<file path="src/rtl/dmem_arb_pkg.sv">
// Shared types and widths for the data-memory bus arbiter.
// Pure declarations; no logic, no latency.
package dmem_arb_pkg;

    localparam int DMEM_ADDR_W = 32;
    localparam int DMEM_DATA_W = 32;
    localparam int ARB_WAIT_W  = 8;

    typedef enum logic {
        ST_CORE  = 1'b0,
        ST_FORCE = 1'b1
    } arb_state_e;

    typedef enum logic [1:0] {
        OWN_NONE = 2'd0,
        OWN_CORE = 2'd1,
        OWN_HOST = 2'd2
    } arb_owner_e;

endpackage

</file>
<file path="src/rtl/dmem_bus_arbiter_if.sv">
// Core, host and RAM-side signals of the data-memory arbiter.
// slave = arbiter side, master = pipeline/host/memory environment.
interface dmem_bus_arbiter_if
    import dmem_arb_pkg::*;
#(
    parameter int ADDR_WIDTH = DMEM_ADDR_W,
    parameter int DATA_WIDTH = DMEM_DATA_W
) ();

    logic                  core_read_i;
    logic                  core_write_i;
    logic [ADDR_WIDTH-1:0] core_addr_i;
    logic [DATA_WIDTH-1:0] core_wdata_i;
    logic [DATA_WIDTH-1:0] core_rdata_o;
    logic                  core_stall_o;

    logic                  host_req_i;
    logic                  host_we_i;
    logic [ADDR_WIDTH-1:0] host_addr_i;
    logic [DATA_WIDTH-1:0] host_wdata_i;
    logic                  host_gnt_o;
    logic [DATA_WIDTH-1:0] host_rdata_o;
    logic                  host_valid_o;

    logic                  mem_read_o;
    logic                  mem_write_o;
    logic [ADDR_WIDTH-1:0] mem_addr_o;
    logic [DATA_WIDTH-1:0] mem_wdata_o;
    logic [DATA_WIDTH-1:0] mem_rdata_i;

    modport slave (
        input  core_read_i, core_write_i, core_addr_i, core_wdata_i,
        output core_rdata_o, core_stall_o,
        input  host_req_i, host_we_i, host_addr_i, host_wdata_i,
        output host_gnt_o, host_rdata_o, host_valid_o,
        output mem_read_o, mem_write_o, mem_addr_o, mem_wdata_o,
        input  mem_rdata_i
    );

    modport master (
        output core_read_i, core_write_i, core_addr_i, core_wdata_i,
        input  core_rdata_o, core_stall_o,
        output host_req_i, host_we_i, host_addr_i, host_wdata_i,
        input  host_gnt_o, host_rdata_o, host_valid_o,
        input  mem_read_o, mem_write_o, mem_addr_o, mem_wdata_o,
        output mem_rdata_i
    );

endinterface

</file>
<file path="src/rtl/arb_wait_counter.sv">
// Saturating count of consecutive denied host cycles; flags the last denial before a forced grant.
// Flag is registered-state based (no combinational path from clr_i); no backpressure.
module arb_wait_counter
    import dmem_arb_pkg::*;
#(
    parameter int MAX_WAIT = 8
) (
    input  logic clk,
    input  logic reset,
    input  logic clr_i,
    output logic thresh_o
);

    localparam logic [ARB_WAIT_W-1:0] SAT_C = ARB_WAIT_W'(MAX_WAIT);
    localparam logic [ARB_WAIT_W-1:0] THR_C = ARB_WAIT_W'(MAX_WAIT - 1);

    logic [ARB_WAIT_W-1:0] cnt_q;
    logic [ARB_WAIT_W-1:0] cnt_d;

    always_comb begin
        cnt_d = cnt_q;
        if (clr_i) begin
            cnt_d = '0;
        end else if (cnt_q != SAT_C) begin
            cnt_d = cnt_q + ARB_WAIT_W'(1);
        end
    end

    always_ff @(posedge clk or negedge reset) begin
        if (!reset) begin
            cnt_q <= '0;
        end else begin
            cnt_q <= cnt_d;
        end
    end

    assign thresh_o = (cnt_q == THR_C);

endmodule

</file>
<file path="src/rtl/dmem_bus_arbiter.sv">
// Core-priority arbiter for the data RAM with starvation-forced host cycles; DMEM_ARB_PERF_CNT_EN adds a forced-cycle counter.
// Core path zero latency; host read data/valid one cycle after grant; host held off by withholding host_gnt_o, core by core_stall_o.
module dmem_bus_arbiter
    import dmem_arb_pkg::*;
#(
    parameter int ADDR_WIDTH    = DMEM_ADDR_W,
    parameter int DATA_WIDTH    = DMEM_DATA_W,
    parameter int HOST_MAX_WAIT = 8
) (
    input  logic clk,
    input  logic reset,
`ifdef DMEM_ARB_PERF_CNT_EN
    input  logic        stall_count_clr_i,
    output logic [15:0] stall_count_o,
`endif
    dmem_bus_arbiter_if.slave bus
);

    arb_state_e            st_q;
    arb_state_e            st_d;
    arb_owner_e            owner;
    logic                  core_act;
    logic                  host_gnt;
    logic                  wait_thresh;
    logic                  host_valid_q;
    logic [DATA_WIDTH-1:0] host_rdata_q;

    assign core_act = bus.core_read_i | bus.core_write_i;

    always_comb begin
        owner = OWN_NONE;
        if (st_q == ST_FORCE) begin
            owner = OWN_HOST;
        end else if (core_act) begin
            owner = OWN_CORE;
        end else if (bus.host_req_i) begin
            owner = OWN_HOST;
        end
    end

    assign host_gnt = bus.host_req_i & (owner == OWN_HOST);

    // A forced cycle with no host request still owns the bus, so nothing reaches the RAM.
    always_comb begin
        bus.mem_read_o  = 1'b0;
        bus.mem_write_o = 1'b0;
        bus.mem_addr_o  = {ADDR_WIDTH{1'b0}};
        bus.mem_wdata_o = {DATA_WIDTH{1'b0}};
        case (owner)
            OWN_CORE: begin
                bus.mem_read_o  = bus.core_read_i;
                bus.mem_write_o = bus.core_write_i;
                bus.mem_addr_o  = bus.core_addr_i;
                bus.mem_wdata_o = bus.core_wdata_i;
            end
            OWN_HOST: begin
                bus.mem_read_o  = host_gnt & ~bus.host_we_i;
                bus.mem_write_o = host_gnt &  bus.host_we_i;
                bus.mem_addr_o  = bus.host_addr_i;
                bus.mem_wdata_o = bus.host_wdata_i;
            end
            default: ;
        endcase
    end

    arb_wait_counter #(
        .MAX_WAIT (HOST_MAX_WAIT)
    ) u_wait_cnt (
        .clk      (clk),
        .reset    (reset),
        .clr_i    (host_gnt | ~bus.host_req_i),
        .thresh_o (wait_thresh)
    );

    always_comb begin
        st_d = st_q;
        if (st_q == ST_FORCE) begin
            st_d = ST_CORE;
        end else if (bus.host_req_i && !host_gnt && wait_thresh) begin
            st_d = ST_FORCE;
        end
    end

    always_ff @(posedge clk or negedge reset) begin
        if (!reset) begin
            st_q         <= ST_CORE;
            host_valid_q <= 1'b0;
            host_rdata_q <= {DATA_WIDTH{1'b0}};
        end else begin
            st_q         <= st_d;
            host_valid_q <= host_gnt;
            if (host_gnt && !bus.host_we_i) begin
                host_rdata_q <= bus.mem_rdata_i;
            end
        end
    end

    assign bus.core_stall_o = (st_q == ST_FORCE);
    assign bus.core_rdata_o = bus.mem_rdata_i;
    assign bus.host_gnt_o   = host_gnt;
    assign bus.host_valid_o = host_valid_q;
    assign bus.host_rdata_o = host_rdata_q;

`ifdef DMEM_ARB_PERF_CNT_EN
    logic [15:0] stall_cnt_q;

    always_ff @(posedge clk or negedge reset) begin
        if (!reset) begin
            stall_cnt_q <= 16'h0000;
        end else if (stall_count_clr_i) begin
            stall_cnt_q <= 16'h0000;
        end else if (st_q == ST_FORCE && stall_cnt_q != 16'hFFFF) begin
            stall_cnt_q <= stall_cnt_q + 16'h0001;
        end
    end

    assign stall_count_o = stall_cnt_q;
`endif

endmodule

</file>
<file path="src/flat_wrapper.sv">
// flat-port wrapper written by rule: the top's interface ports become plain ports
module dmem_bus_arbiter_flat import dmem_arb_pkg::*;
#(
    parameter int ADDR_WIDTH    = DMEM_ADDR_W,
    parameter int DATA_WIDTH    = DMEM_DATA_W,
    parameter int HOST_MAX_WAIT = 8
)
  (clk, reset, bus_core_read_i, bus_core_write_i, bus_core_addr_i, bus_core_wdata_i, bus_core_rdata_o, bus_core_stall_o, bus_host_req_i, bus_host_we_i, bus_host_addr_i, bus_host_wdata_i, bus_host_gnt_o, bus_host_rdata_o, bus_host_valid_o, bus_mem_read_o, bus_mem_write_o, bus_mem_addr_o, bus_mem_wdata_o, bus_mem_rdata_i);
  dmem_bus_arbiter_if #(.ADDR_WIDTH(ADDR_WIDTH), .DATA_WIDTH(DATA_WIDTH)) bus_i ();
  input  logic clk;
  input  logic reset;
  input wire logic [$bits(bus_i.core_read_i)-1:0] bus_core_read_i;
  input wire logic [$bits(bus_i.core_write_i)-1:0] bus_core_write_i;
  input wire logic [$bits(bus_i.core_addr_i)-1:0] bus_core_addr_i;
  input wire logic [$bits(bus_i.core_wdata_i)-1:0] bus_core_wdata_i;
  output wire logic [$bits(bus_i.core_rdata_o)-1:0] bus_core_rdata_o;
  output wire logic [$bits(bus_i.core_stall_o)-1:0] bus_core_stall_o;
  input wire logic [$bits(bus_i.host_req_i)-1:0] bus_host_req_i;
  input wire logic [$bits(bus_i.host_we_i)-1:0] bus_host_we_i;
  input wire logic [$bits(bus_i.host_addr_i)-1:0] bus_host_addr_i;
  input wire logic [$bits(bus_i.host_wdata_i)-1:0] bus_host_wdata_i;
  output wire logic [$bits(bus_i.host_gnt_o)-1:0] bus_host_gnt_o;
  output wire logic [$bits(bus_i.host_rdata_o)-1:0] bus_host_rdata_o;
  output wire logic [$bits(bus_i.host_valid_o)-1:0] bus_host_valid_o;
  output wire logic [$bits(bus_i.mem_read_o)-1:0] bus_mem_read_o;
  output wire logic [$bits(bus_i.mem_write_o)-1:0] bus_mem_write_o;
  output wire logic [$bits(bus_i.mem_addr_o)-1:0] bus_mem_addr_o;
  output wire logic [$bits(bus_i.mem_wdata_o)-1:0] bus_mem_wdata_o;
  input wire logic [$bits(bus_i.mem_rdata_i)-1:0] bus_mem_rdata_i;
  assign bus_i.core_read_i = bus_core_read_i;
  assign bus_i.core_write_i = bus_core_write_i;
  assign bus_i.core_addr_i = bus_core_addr_i;
  assign bus_i.core_wdata_i = bus_core_wdata_i;
  assign bus_core_rdata_o = bus_i.core_rdata_o;
  assign bus_core_stall_o = bus_i.core_stall_o;
  assign bus_i.host_req_i = bus_host_req_i;
  assign bus_i.host_we_i = bus_host_we_i;
  assign bus_i.host_addr_i = bus_host_addr_i;
  assign bus_i.host_wdata_i = bus_host_wdata_i;
  assign bus_host_gnt_o = bus_i.host_gnt_o;
  assign bus_host_rdata_o = bus_i.host_rdata_o;
  assign bus_host_valid_o = bus_i.host_valid_o;
  assign bus_mem_read_o = bus_i.mem_read_o;
  assign bus_mem_write_o = bus_i.mem_write_o;
  assign bus_mem_addr_o = bus_i.mem_addr_o;
  assign bus_mem_wdata_o = bus_i.mem_wdata_o;
  assign bus_i.mem_rdata_i = bus_mem_rdata_i;
  dmem_bus_arbiter #(.ADDR_WIDTH(ADDR_WIDTH), .DATA_WIDTH(DATA_WIDTH), .HOST_MAX_WAIT(HOST_MAX_WAIT)) u_core (.clk(clk), .reset(reset), .bus(bus_i));
endmodule
</file>
<file path="config.mk">
export PLATFORM = sky130hd
export DESIGN_NAME = dmem_bus_arbiter_flat
export DESIGN_NICKNAME = d
export VERILOG_FILES = /design/src/rtl/dmem_arb_pkg.sv /design/src/rtl/dmem_bus_arbiter_if.sv /design/src/rtl/arb_wait_counter.sv /design/src/rtl/dmem_bus_arbiter.sv /design/src/flat_wrapper.sv
export SDC_FILE = /design/constraint.sdc
export NUM_CORES = 1
export LEC_CHECK = 0
export ABC_CLOCK_PERIOD_IN_PS = 2500
export BUFFER_PORTS_ARGS = -buffer_cell sky130_fd_sc_hd__buf_2
export CORE_AREA = 2 2 115 117
export DETAILED_ROUTE_END_ITERATION = 7
export DIE_AREA = 0 0 117 119
export PLACE_DENSITY = 0.59
export REMOVE_ABC_BUFFERS = 1
export SYNTH_ARGS = -nofsm -noshare
export SYNTH_HDL_FRONTEND = slang
export SYNTH_SLANG_ARGS = --single-unit
</file>
<file path="constraint.sdc">
create_clock -name clk -period 2.5 [get_ports clk]
set_input_delay 0.375 -clock clk [delete_from_list [all_inputs] [get_ports clk]]
set_output_delay 0.375 -clock clk [all_outputs]
set_load 0.005 [all_outputs]
</file>
==> flow_summary_export.csv <==
group,metric,value,unit
logic_synthesis,ys_ff_latch,42,
logic_synthesis,yosysSeqAreaShare,0.3571,
setup_path,reg2reg_from,"u_core.bus.core_stall_o",
setup_path,crit_path_end_kind,"primary output",
logic_synthesis,synth_area,2943,um2
timing,clock_skew,0.002838,ns
setup_path,critical_path.startpoint_type,"register",
die,die_area,13920,um2
final_layout,n_fill_cell,1271,
logic_synthesis,synthMuxAreaShare,0.1628,
drt,vias_per_cell,4.494,
logic_synthesis,synth_cell_types,33,
drt,wl_per_cell,14.27,um
pwr,pwr_density_cell,501.3,nW/um2
clock_tree,cts_root_buffer,"clkbuf_16",
setup_path,worstPathRequired,2.12,ns
pwr,irDropWorstVdd,0.0002647,V
logic_synthesis,synthSimpleGateAreaFrac,0.1390,
timing,hold_violations,0,
die,die_h,119,um
final_layout,areaGrowthSynthToFinish,57.82,%
clock_tree,ctsHoldBuffers,0,
setup_path,crit_buf_inv,3,
drt,drc,0,
timing,setup_viol,0,
global_route,grt_pass1_vias,2997,
setup_path,startpoint,"u_core.bus.core_stall_o",
timing,max_slew_margin,0.3456,
global_route,grt_start_max_net_pins,66,
logic_synthesis,synth.largest_area_cell,"dfrtp_1",
setup_path,critPathMaxStageDelay,0.44,ns
logic_synthesis,post_synth_fa_ha_maj_area_fraction,0.01701,
setup_path,cp_max_fo,32,
final_layout,finalNetCount,736,
clock_tree,htree_levels,2,
global_route,antenna_found_initial,0,
global_route,grt_util_all_layers,0.1260,
setup_path,crit_path_top_delay_cell,"dfrtp_2",
final_layout,drive_gt1_frac,0.6243,
timing,fmax,430.8,MHz
setup_path,path_cells,"o21bai_2, o21ai_1, inv_1, ha_4, clkbuf_16, a22oi_1, nor2_1, buf_2",
drt,ant_nets,0,
timing,tns,0,ns
clock_tree,clock_latency,0.28,ns
job,maxCapViolations,0,
die,initial_core_util,0.2286,
setup_path,crit_arrival,1.95,ns
clock_tree,cts.sinks,42,
logic_synthesis,synth_top_cells_by_area,"dfrtp_1 36%, a22oi_1 16%, mux2_4 15%",
drt,first_pass_iters,4,
die,die_x,117,um
global_route,grt_pass1_wl,14170,um
drt,vias,3339,
die,num_rows,42,
logic_synthesis,syn_inst,311,
pwr,leakagePower,0.002778,uW
run_status,status,"finished clean",
timing,fin_crit,2.321,ns
timing,fin_crit_sh,0.9285,
timing,tightestPinTransition,0.9816,ns
clock_tree,clk_pin_slew,0.06,ns
final_layout,fin_util,0.3607,
timing,final_max_slew_viol_count,0,
logic_synthesis,synth_top_family_by_area,"compound AO/OA/AOI/OAI gates",
drt,drt_wl_total,10610,um
clock_tree,cts_tree,"built",
logic_synthesis,avgSynthCellArea,9.462,um2
place,hpwl,8011,um
place,gp_congestion,0.8667,
logic_synthesis,ys_warn_count,0,
place,port_buffers,298,
logic_synthesis,synth_compound_area_frac,0.1820,
global_route,overflow,0,
setup_path,path_delay_family,"compound AO/OA/AOI/OAI gates",
logic_synthesis,synth_top_cell_area_share,0.3571,
worst_hold_path,hold_class,"in -> async",
setup_path,path_class,"reg -> out",
final_layout,num_antenna_cells,0,
timing,rsz0062_at_grt,"no",
drt,drt_iter0_drc,183,
logic_synthesis,synth_xor_area_frac,0.008929,
die,ios,299,
clock_tree,cts_buffers,5,
clock_tree,ctsLongestPathBuffers,2,
die,core,12870,um2
==> path summary, 6_finish.rpt <==
| kind | to | slack, ns | cells after the start |
|---|---|---|---|
| max in group asynchronous | u_core.bus.core_stall_o | 1.57 | 1 |
| min in group clk | u_core.bus.host_rdata_o[3] | 0.34 | 2 |
| setup reg to reg | u_core.bus.host_rdata_o[7] | 0.40 | 8 |
| hold / removal | u_core.bus.host_rdata_o[9] | 0.26 | 1 |
| setup / recovery | bus_mem_wdata_o[6] | 0.18 | 8 |
| hold reg to reg | u_core.bus.host_rdata_o[6] | 0.50 | 1 |
==> per-layer routing <==
metal | global-route usage | share of wire | vias up
met2 | 0.2413 | 0.52 | 156
met1 | 0.1491 | 0.41 | 1597
li1 | - | - | 1580
met3 | 0.01628 | 0.058 | 6
met5 | 0 | 0 | -
met4 | 0.01985 | 0.0056 | 0
==> timing repair <==
item                                   4_1_cts  5_1_grt
setup endpoints to repair                    0       65
setup buffers                                0        1
endpoints found under the hold margin        0        0
gates resized for setup                      0        4
==> layout make-up <==
type	instances	area (um2)	area share
inverter	4	15.01	0.003233
timing repair buffer	306	1637	0.3524
clock inverter	2	60.06	0.01293
tap	176	220.2	0.04741
sequential	42	1052	0.2266
multi-input combinational	207	1521	0.3276
clock buffer	6	138.9	0.02990
==> stage by stage <==
stage          area, um2  cells  hold WS (ns)  worst slack (ns)  power (uW)
2_1_floorplan       2566    253       0.07941            -1.443        1073
3_3_place_gp        4373    732        0.4865            0.3453        1456
3_5_place_dp        4373    732        0.4864            0.2712        1472
4_1_cts             4572    740        0.2928           0.08097        2345
5_1_grt             4644    743        0.3298           0.01163        2461
6_report            4644    743        0.2581            0.1787        2328
==> cell usage after synthesis <==
cell,count
ha_1,4
nand2b_1,3
inv_1,4
and3b_1,1
nor3_1,1
nor2_1,66
dfrtp_1,42
buf_2,6
nand3_2,1
o211ai_1,1
mux2_2,3
nor2b_1,1
mux2_4,29
clkbuf_1,10
nor4_2,1
clkbuf_2,1
nand2_1,8
o21ai_0,3
a22oi_1,64
and3_1,1
or3_1,2
nand3_1,3
mux2i_1,1
buf_1,5
nor3b_1,1
a21oi_1,5
buf_4,32
or4_1,1
o21bai_1,1
buf_6,4
nand4_1,2
and2_4,1
xor2_1,3
==> logic make-up (layout without fill, tap and decap cells) <==
| group | count (synthesis) | in the layout |
|---|---|---|
| AOI/OAI and AO/OA | 74 | 74 |
| xor gates and xnor gates | 3 | 3 |
| adders and majority gates | 4 | 4 |
| buffers and inverters | 62 | 318 |
| DFF | 42 | 42 |
| muxes | 33 | 33 |
| and+or+nand+nor | 93 | 93 |
==> power by group <==
| group | total (uW) | switching [uW] | internal (uW) | leakage, uW |
|---|---|---|---|---|
| Clock | 855 | 256 | 599 | 0.0000971 |
| Combinational | 674 | 296 | 379 | 0.00212 |
| Sequential | 798 | 43.7 | 755 | 0.000561 |
==> layout by cell type, fill, tap and decap left out <==
cell type	count
buf_2	298
nor2_1	66
a22oi_1	64
dfrtp_1	41
mux2_4	29
nand2_1	8
clkbuf_16	7
a21oi_1	5
inv_1	4
buf_12	4
nand3_1	3
xor2_1	3
mux2_2	3
nand2b_1	2
nand4_1	2
o21ai_0	2
or3_1	2
ha_1	2
bufinv_16	2
buf_4	2
o21bai_2	1
o21ai_1	1
and2_4	1
nand2b_2	1
nor4_2	1
nor2b_1	1
nor3_1	1
nand3_2	1
and3b_1	1
and3_1	1
mux2i_1	1
nor3b_1	1
o211ai_1	1
or4_1	1
ha_2	1
ha_4	1
clkbuf_8	1
dfrtp_2	1
==> registers in the layout, summed over array words and instances (netlist names) <==
register                 flops
u_core.u_wait_cnt.cnt_q      8
u_core.bus.core_stall_o      1
u_core.bus.host_valid_o      1
u_core.bus.host_rdata_o     32
Power figures use the tool's default switching activity.
